$ cat src/rtl/key_event_fifo_pkg.sv
// rtl/key_event_fifo_pkg.sv - shared key-code and FIFO sizing definitions for the key event path
package key_event_fifo_pkg;

  localparam int KEY_W_DEF    = 4;
  localparam int NUM_KEYS_DEF = 9;
  localparam int DEPTH_DEF    = 4;
  localparam int DROP_W_DEF   = 8;

  // Pointer width carries one extra wrap bit so full and empty are distinguishable.
  function automatic int ptr_w(input int depth);
    return $clog2(depth) + 1;
  endfunction

  function automatic logic key_in_range(input int unsigned code, input int unsigned num_keys);
    return code < num_keys;
  endfunction

endpackage

$ cat src/rtl/key_event_fifo_sync_fifo.sv
// rtl/key_event_fifo_sync_fifo.sv - flop-based first-word-fall-through FIFO with wrap-bit pointers
module sync_fifo
  import key_event_fifo_pkg::*;
#(
  parameter int DEPTH = DEPTH_DEF,
  parameter int W     = KEY_W_DEF,
  localparam int PW   = ptr_w(DEPTH)
) (
  input  logic          clk,
  input  logic          reset,
  input  logic          push,
  input  logic [W-1:0]  wdata,
  input  logic          pop,
  output logic [W-1:0]  rdata,
  output logic          full,
  output logic          empty,
  output logic [PW-1:0] count
);

  localparam int AW = PW - 1;

  logic [PW-1:0] wr_ptr;
  logic [PW-1:0] rd_ptr;
  logic [W-1:0]  mem [DEPTH];

  always_ff @(posedge clk or negedge reset) begin
    if (!reset) begin
      wr_ptr <= '0;
      rd_ptr <= '0;
      for (int i = 0; i < DEPTH; i++) mem[i] <= '0;
    end else begin
      if (push) begin
        mem[wr_ptr[AW-1:0]] <= wdata;
        wr_ptr              <= wr_ptr + PW'(1);
      end
      if (pop) rd_ptr <= rd_ptr + PW'(1);
    end
  end

  assign empty = (wr_ptr == rd_ptr);
  assign full  = (wr_ptr[AW] != rd_ptr[AW]) && (wr_ptr[AW-1:0] == rd_ptr[AW-1:0]);
  assign count = wr_ptr - rd_ptr;
  assign rdata = empty ? '0 : mem[rd_ptr[AW-1:0]];

endmodule

$ cat src/rtl/key_event_fifo.sv
// rtl/key_event_fifo.sv - synchronises keypad level outputs into press events and queues them
module key_event_fifo
  import key_event_fifo_pkg::*;
#(
  parameter int DEPTH    = DEPTH_DEF,
  parameter int KEY_W    = KEY_W_DEF,
  parameter int NUM_KEYS = NUM_KEYS_DEF,
  parameter int DROP_W   = DROP_W_DEF
) (
  input  logic                     clk,
  input  logic                     reset,
  input  logic                     valid_key,
  input  logic [KEY_W-1:0]         key,
  output logic                     evt_valid,
  output logic [KEY_W-1:0]         evt_key,
  input  logic                     evt_ready,
  output logic [$clog2(DEPTH):0]   occupancy,
  output logic                     overflow,
  output logic [DROP_W-1:0]        drop_cnt
);

  logic             v_s1, v_s2, v_s3;
  logic [KEY_W-1:0] k_s1, k_s2;
  logic [1:0]       fill;
  logic             armed;
  logic             rise, in_range, req, pop, push, full, empty, lost, bad;

  // fill marks when v_s2 holds a real post-reset sample; armed needs a real low first,
  // so a press held across reset release never becomes an event.
  always_ff @(posedge clk or negedge reset) begin
    if (!reset) begin
      v_s1  <= 1'b0;
      v_s2  <= 1'b0;
      v_s3  <= 1'b0;
      k_s1  <= '0;
      k_s2  <= '0;
      fill  <= '0;
      armed <= 1'b0;
    end else begin
      v_s1 <= valid_key;
      v_s2 <= v_s1;
      v_s3 <= v_s2;
      k_s1 <= key;
      k_s2 <= k_s1;
      fill <= {fill[0], 1'b1};
      if (fill[1] && !v_s2) armed <= 1'b1;
    end
  end

  assign rise     = v_s2 & ~v_s3 & armed;
  assign in_range = key_in_range(32'(k_s2), NUM_KEYS);
  assign req      = rise & in_range;
  assign bad      = rise & ~in_range;
  assign pop      = evt_valid & evt_ready;
  assign push     = req & (~full | pop);
  assign lost     = req & full & ~pop;

  sync_fifo #(
    .DEPTH (DEPTH),
    .W     (KEY_W)
  ) u_fifo (
    .clk   (clk),
    .reset (reset),
    .push  (push),
    .wdata (k_s2),
    .pop   (pop),
    .rdata (evt_key),
    .full  (full),
    .empty (empty),
    .count (occupancy)
  );

  assign evt_valid = ~empty;

  always_ff @(posedge clk or negedge reset) begin
    if (!reset) begin
      overflow <= 1'b0;
      drop_cnt <= '0;
    end else begin
      if (lost) overflow <= 1'b1;
      if ((lost || bad) && drop_cnt != '1) drop_cnt <= drop_cnt + DROP_W'(1);
    end
  end

endmodule

$ cat config.mk
export PLATFORM = sky130hd
export DESIGN_NAME = key_event_fifo
export DESIGN_NICKNAME = d
export VERILOG_FILES = /design/src/rtl/key_event_fifo_pkg.sv /design/src/rtl/key_event_fifo_sync_fifo.sv /design/src/rtl/key_event_fifo.sv
export SDC_FILE = /design/constraint.sdc
export NUM_CORES = 1
export LEC_CHECK = 0
export ABC_AREA = 1
export BUFFER_PORTS_ARGS = -buffer_cell sky130_fd_sc_hd__buf_2
export CORE_MARGIN = 1
export CORE_UTILIZATION = 59
export DETAILED_ROUTE_END_ITERATION = 8
export PLACE_DENSITY_LB_ADDON = 0.3
export SLEW_MARGIN = 25
export SYNTH_ARGS = -nofsm -noshare
export SYNTH_HDL_FRONTEND = slang
export SYNTH_SLANG_ARGS = --single-unit
export TNS_END_PERCENT = 30
$ cat constraint.sdc
create_clock -name clk -period 2.9 [get_ports clk]
set_clock_uncertainty 0.1 [all_clocks]
set_input_delay 0.29 -clock clk [delete_from_list [all_inputs] [get_ports clk]]
set_output_delay 0.29 -clock clk [all_outputs]
set_load 0.05 [all_outputs]
Word level (Yosys, flattened, before mapping)
Cells that the tools add are included.

operators by class
  reductions and logical operators = 6
  mux-type cells = 7
  order comparisons = 4
  add/sub/neg operators = 4
  bitwise logic cells = 16
  eq/ne operators = 4

operators by type and width
  kind                   count
  $bwmux W16             1
  $mux W4                4
  $add A8 B1 Y8 const B  1
  $and A1 B1 Y1          8
  $bmux W4 S2            1
  $demux W4 S2           1
  $ne A8 B8 Y1 const B   1
  $add A3 B1 Y3 const B  2
  $ge A3 B3 Y1 const B   2
  $not A2 Y3             2
  $not A1 Y1             5
  $logic_and A1 B1 Y1    4
  $lt A4 B4 Y1 const B   1
  $eq A3 B3 Y1           1
  $lt A3 B1 Y1 const B   1
  $sub A3 B3 Y3          1
  $eq A2 B2 Y1           1
  $logic_not A1 Y1       1
  $logic_or A1 B1 Y1     1
  $ne A1 B1 Y1           1
  $or A1 B1 Y1           1

storage, ports and cells
  bits in registers = 45
  output and inout bits = 17
  word-level logic and storage cells = 56

Logic depth before layout (Yosys ltp)
  depth after elaboration = 8
  gate-level depth with buffers = 10

Modules after synthesis
From an unflattened synthesis, not the netlist that was laid out.

unflattened totals
  cell total of the unflattened synthesis = 243
  area, all modules = 2217.1 um^2

modules (own cells, without submodules)
  module          area an instance (um^2)  seq. area each (um^2)  cells an instance  times used
  sync_fifo       1246.2                   550.5                  141                1
  key_event_fifo  970.9                    575.6                  102                1

Worst setup path after synthesis
Ideal clock, no wire load.

  path kind = register to output
  start = register u_fifo.rd_ptr[1]
  end = output evt_key[0]
  buffers on the path = 0
  arrival = 2.343 ns
  required time = 2.510 ns
  stages on the path, launching flop included = 7
  path slack = 0.167 ns
  cell sequence = dfrtp_1 -> inv_1 -> ha_1 -> nand2_1 -> nand3b_1 -> inv_1 -> a21oi_1

on the way
  word-level cells in the longest chain between the ends = 5

ends and longest elaborated chain
  what                                         line                            RTL
  from (decl)                                  key_event_fifo_sync_fifo.sv:23  logic [PW-1:0] rd_ptr;
  from (signal assigned)                       key_event_fifo_sync_fifo.sv:36  if (pop) rd_ptr <= rd_ptr + PW'(1);
  $not A2 Y3 (not written as such)             key_event_fifo_sync_fifo.sv:43  assign rdata = empty ? '0 : mem[rd_ptr[AW-1:0]];
  $bmux W4 S2                                  key_event_fifo_sync_fifo.sv:43
  $mux W4 (not written as such) (2 in series)  key_event_fifo_sync_fifo.sv:43
  $mux W4 *                                    key_event_fifo_sync_fifo.sv:43
  to (decl)                                    key_event_fifo.sv:15            output logic [KEY_W-1:0] evt_key,

Mark *: on every way between the ends. The rest lies on a longest branch, timed or not. The select of a mux whose other input is x is not followed.

Final worst setup path
  start = register u_fifo.rd_ptr[1]
  end = output evt_key[2]

Same word-level chain as after synthesis.

==> run metrics <==
core footprint=about 3400 sq um; Finished Core Util=between 70% and 80%; max cap viols=0; cells after synthesis=~240; HPWL Detailed=a little over 3000 um; post-route cell area=between 2000 and 2500 sq um; number of port buffers=24; wl on met1=1966 um; total track usage=25.12%; io pins=25; Slew @ Worst Pin=roughly 0.55 ns; Netlist Area Pre-Place=approximately 2100 sq um; Syn-to-layout area delta=13.10%; post-synthesis mux area share=0%; unrepaired setup endpoints after global routing=false; Hold Crit Start=evt_ready; die width=roughly 62 um; Hold Vio Cnt, Final=0; Seq pwr share=between 30% and 40%; commonest non-fill, non-tap cell in the layout=nand2_1; Final min period=between 2 and 2.5 ns; antenna violations before repair=0; Pre-Repair DR Iteration Count=4; drt wl/cell=13.03 um; net switching power=approximately 0.0015 W; setup TNS=0 ns; worst reg2reg setup slack=~0.85 ns; DRC Markers=0; Gate power share=52.7%; worst hold path class=input pin to register; clk buf depth=2; Synth area leaders=dfrtp_1 53%, nand2_1 13%, nand3_1 6.6%; f_max=approximately 0.40 GHz; clk slew on worst S/H paths=roughly 0.14 ns; first-pass GRT wire length=between 6000 and 7000 um; dpl cell area=2280 sq um; Clock Power Share=a little under an eighth; period utilization=85.57%; RD Place Congestion=around 0.89; largest net degree at the start of global routing=46; post-synthesis register bit count=45; Critical Path End Type=output pin; outcome=finished, final reports clean; Netlist cell types=23; vias in the first global route=1463; class of the most critical setup path=register to output pin; worst endpoint required time=approximately 2.5 ns; post-synthesis adder-cell area fraction=5.640%; cts bufs inserted=5; internal power=between 0.001 and 0.0015 W; share of the synthesized area in the top cell type=between 50% and 60%; grt total ovfl=0; CTS tree=built; max layer used=met4; WL met2=between 2000 and 2500 um; layout cells sized above 1=between 10 and 15%; Vias=1675; n_diodes=0; sequential area share after synthesis=approximately 53%; largest family of logic cells by synthesized area=simple AND/OR/NAND/NOR gates; cts repair resizes=0; First DRT Iteration DRCs=around 120; chip height=just over 60 um; Post-Route WL=approximately 4200 um; XOR/XNOR share of the synthesized area=1.234%; Min-Delay Path Depth=3; CTS Sinks=45; final count of pins violating max slew=0; row cnt=21; Clock Latency Late Sink=about 0.36 ns; worst r2r path cells=9; pwr dens=between 1000 and 1500 nW/um^2; Mapped Avg Cell Area=8.800 sq um; worst flop-to-flop path endpoint=u_fifo.mem[1]$_DFFE_PN0P_; WL met3=about 150 um; Syn Nets=around 260; commonest cells after routing, fill and taps aside=75 x nand2_1, 45 x dfrtp_1, 28 x nand3_1; worst ir drop on vdd=roughly 0.62 mV; simple-gate share of the synthesized area=a little under a third; Synth warnings=0; setup bufs post-CTS=0; Switching Share=approximately 53%; Reg-to-Reg Start=u_fifo.rd_ptr[1]$_DFFE_PN0P_; NumNets Final=between 200 and 300; Worst slew margin=between 60% and 70%; Starting Density=62.83%; Synth Area in Compound Gates=between 4 and 5%; Leakage Power=1.293 nW; worst endpoint data arrival time=between 2 and 2.5 ns; Root Buffer=clkbuf_4; final setup vio count=0; H-tree depth=2; Synth area leader=dfrtp_1; drt via density=between 5 and 6; die area=3854 sq um; Critical Path Start Type=register; Detail Route Antenna Nets=0; Worst Path Max Fanout=7; Hold Path Sink=u_fifo.rd_ptr[2]$_DFFE_PN0P_
## synthesized netlist by cell type
| library cell | instances |
|---|---|
| nand3b_1 | 4 |
| a21oi_2 | 1 |
| nand3_2 | 1 |
| ha_1 | 8 |
| nand4_1 | 5 |
| inv_1 | 20 |
| nand2_4 | 2 |
| buf_2 | 1 |
| nor2_1 | 22 |
| conb_1 | 1 |
| nand2_2 | 1 |
| nand3_4 | 1 |
| xor2_1 | 3 |
| nand2_1 | 75 |
| o21ai_0 | 11 |
| a21oi_1 | 6 |
| nor2_4 | 2 |
| nand3_1 | 28 |
| o21bai_1 | 1 |
| o21ai_1 | 1 |
| dfrtp_1 | 45 |
| buf_6 | 2 |
| fa_1 | 1 |
## logic make-up after synthesis
logic type      Yosys count
flops                    45
buf+inv                  23
xor+xnor                  3
other cells               1
compound gates           20
fa+ha+maj                 9
simple gates            141
## final cells by class
cell class,count,area (sq um)
fill,270,980.9
clock buffer,5,37.54
sequential,45,1126
timing repair buffer,30,182.7
tap,46,57.56
multi-input combinational,174,900.9
inverter,20,75.07
clock inverter,3,28.78
## worst max-delay path, stage by stage, from the launching register on
cell	delay [ns]
dfrtp_1	0.50
inv_1	0.15
ha_1	0.32
nand2_1	0.09
nand3b_1	0.17
inv_1	0.10
a21oi_1	0.13
buf_2	0.28
## routing by layer
layer,vias to the layer above,GRT usage [%]
li1,844,-
met1,791,33.80
met2,36,41.03
met3,4,5.590
met4,0,7.619
met5,-,0
## power groups by stage
stage	registers [W]	clock network [W]	logic (W)
2_1_floorplan	0.00104	0	0.00106
3_3_place_gp	0.000981	0	0.00143
3_5_place_dp	0.000987	0	0.00145
4_1_cts	0.000974	0.000340	0.00146
5_1_grt	0.00100	0.000367	0.00160
6_report	0.000978	0.000331	0.00146
## per-stage QoR
| step | worst slack [ns] | hold slack, ns | power [W] | cells |
|---|---|---|---|---|
| floorplan | 0.1674 | -0.1056 | 0.002100 | 242 |
| CTS | 0.3994 | 0.1389 | 0.002778 | 323 |
| finish | 0.4186 | 0.1516 | 0.002767 | 323 |
| detailed placement | 0.8307 | 0.2372 | 0.002438 | 309 |
| global placement | 0.9522 | 0.2320 | 0.002414 | 309 |
| global route | 0.2246 | 0.1633 | 0.002968 | 323 |
## worst max path at each step
stage                                  from          to  cells past startpoint
2_1_floorplan  u_fifo.rd_ptr[1]$_DFFE_PN0P_  evt_key[0]                      6
3_3_place_gp   u_fifo.rd_ptr[1]$_DFFE_PN0P_  evt_key[1]                      7
3_5_place_dp   u_fifo.rd_ptr[1]$_DFFE_PN0P_  evt_key[2]                      7
4_1_cts        u_fifo.rd_ptr[1]$_DFFE_PN0P_  evt_key[2]                      7
5_1_grt        u_fifo.rd_ptr[1]$_DFFE_PN0P_  evt_key[2]                      7
6_report       u_fifo.rd_ptr[1]$_DFFE_PN0P_  evt_key[2]                      7
## flip-flops by register name, indices dropped and copies added, names as in the netlist
register / count
u_fifo.mem: 16
drop_cnt: 8
k_s1: 4
k_s2: 4
u_fifo.rd_ptr: 3
u_fifo.wr_ptr: 3
fill: 2
armed: 1
overflow: 1
v_s1: 1
v_s2: 1
v_s3: 1
## repair_timing
item	4_1_cts	5_1_grt
endpoints found under the hold margin	50	0
endpoints found under the setup margin	0	0
hold buffers	6	0
No activity file was read; power rests on OpenSTA's default activity.
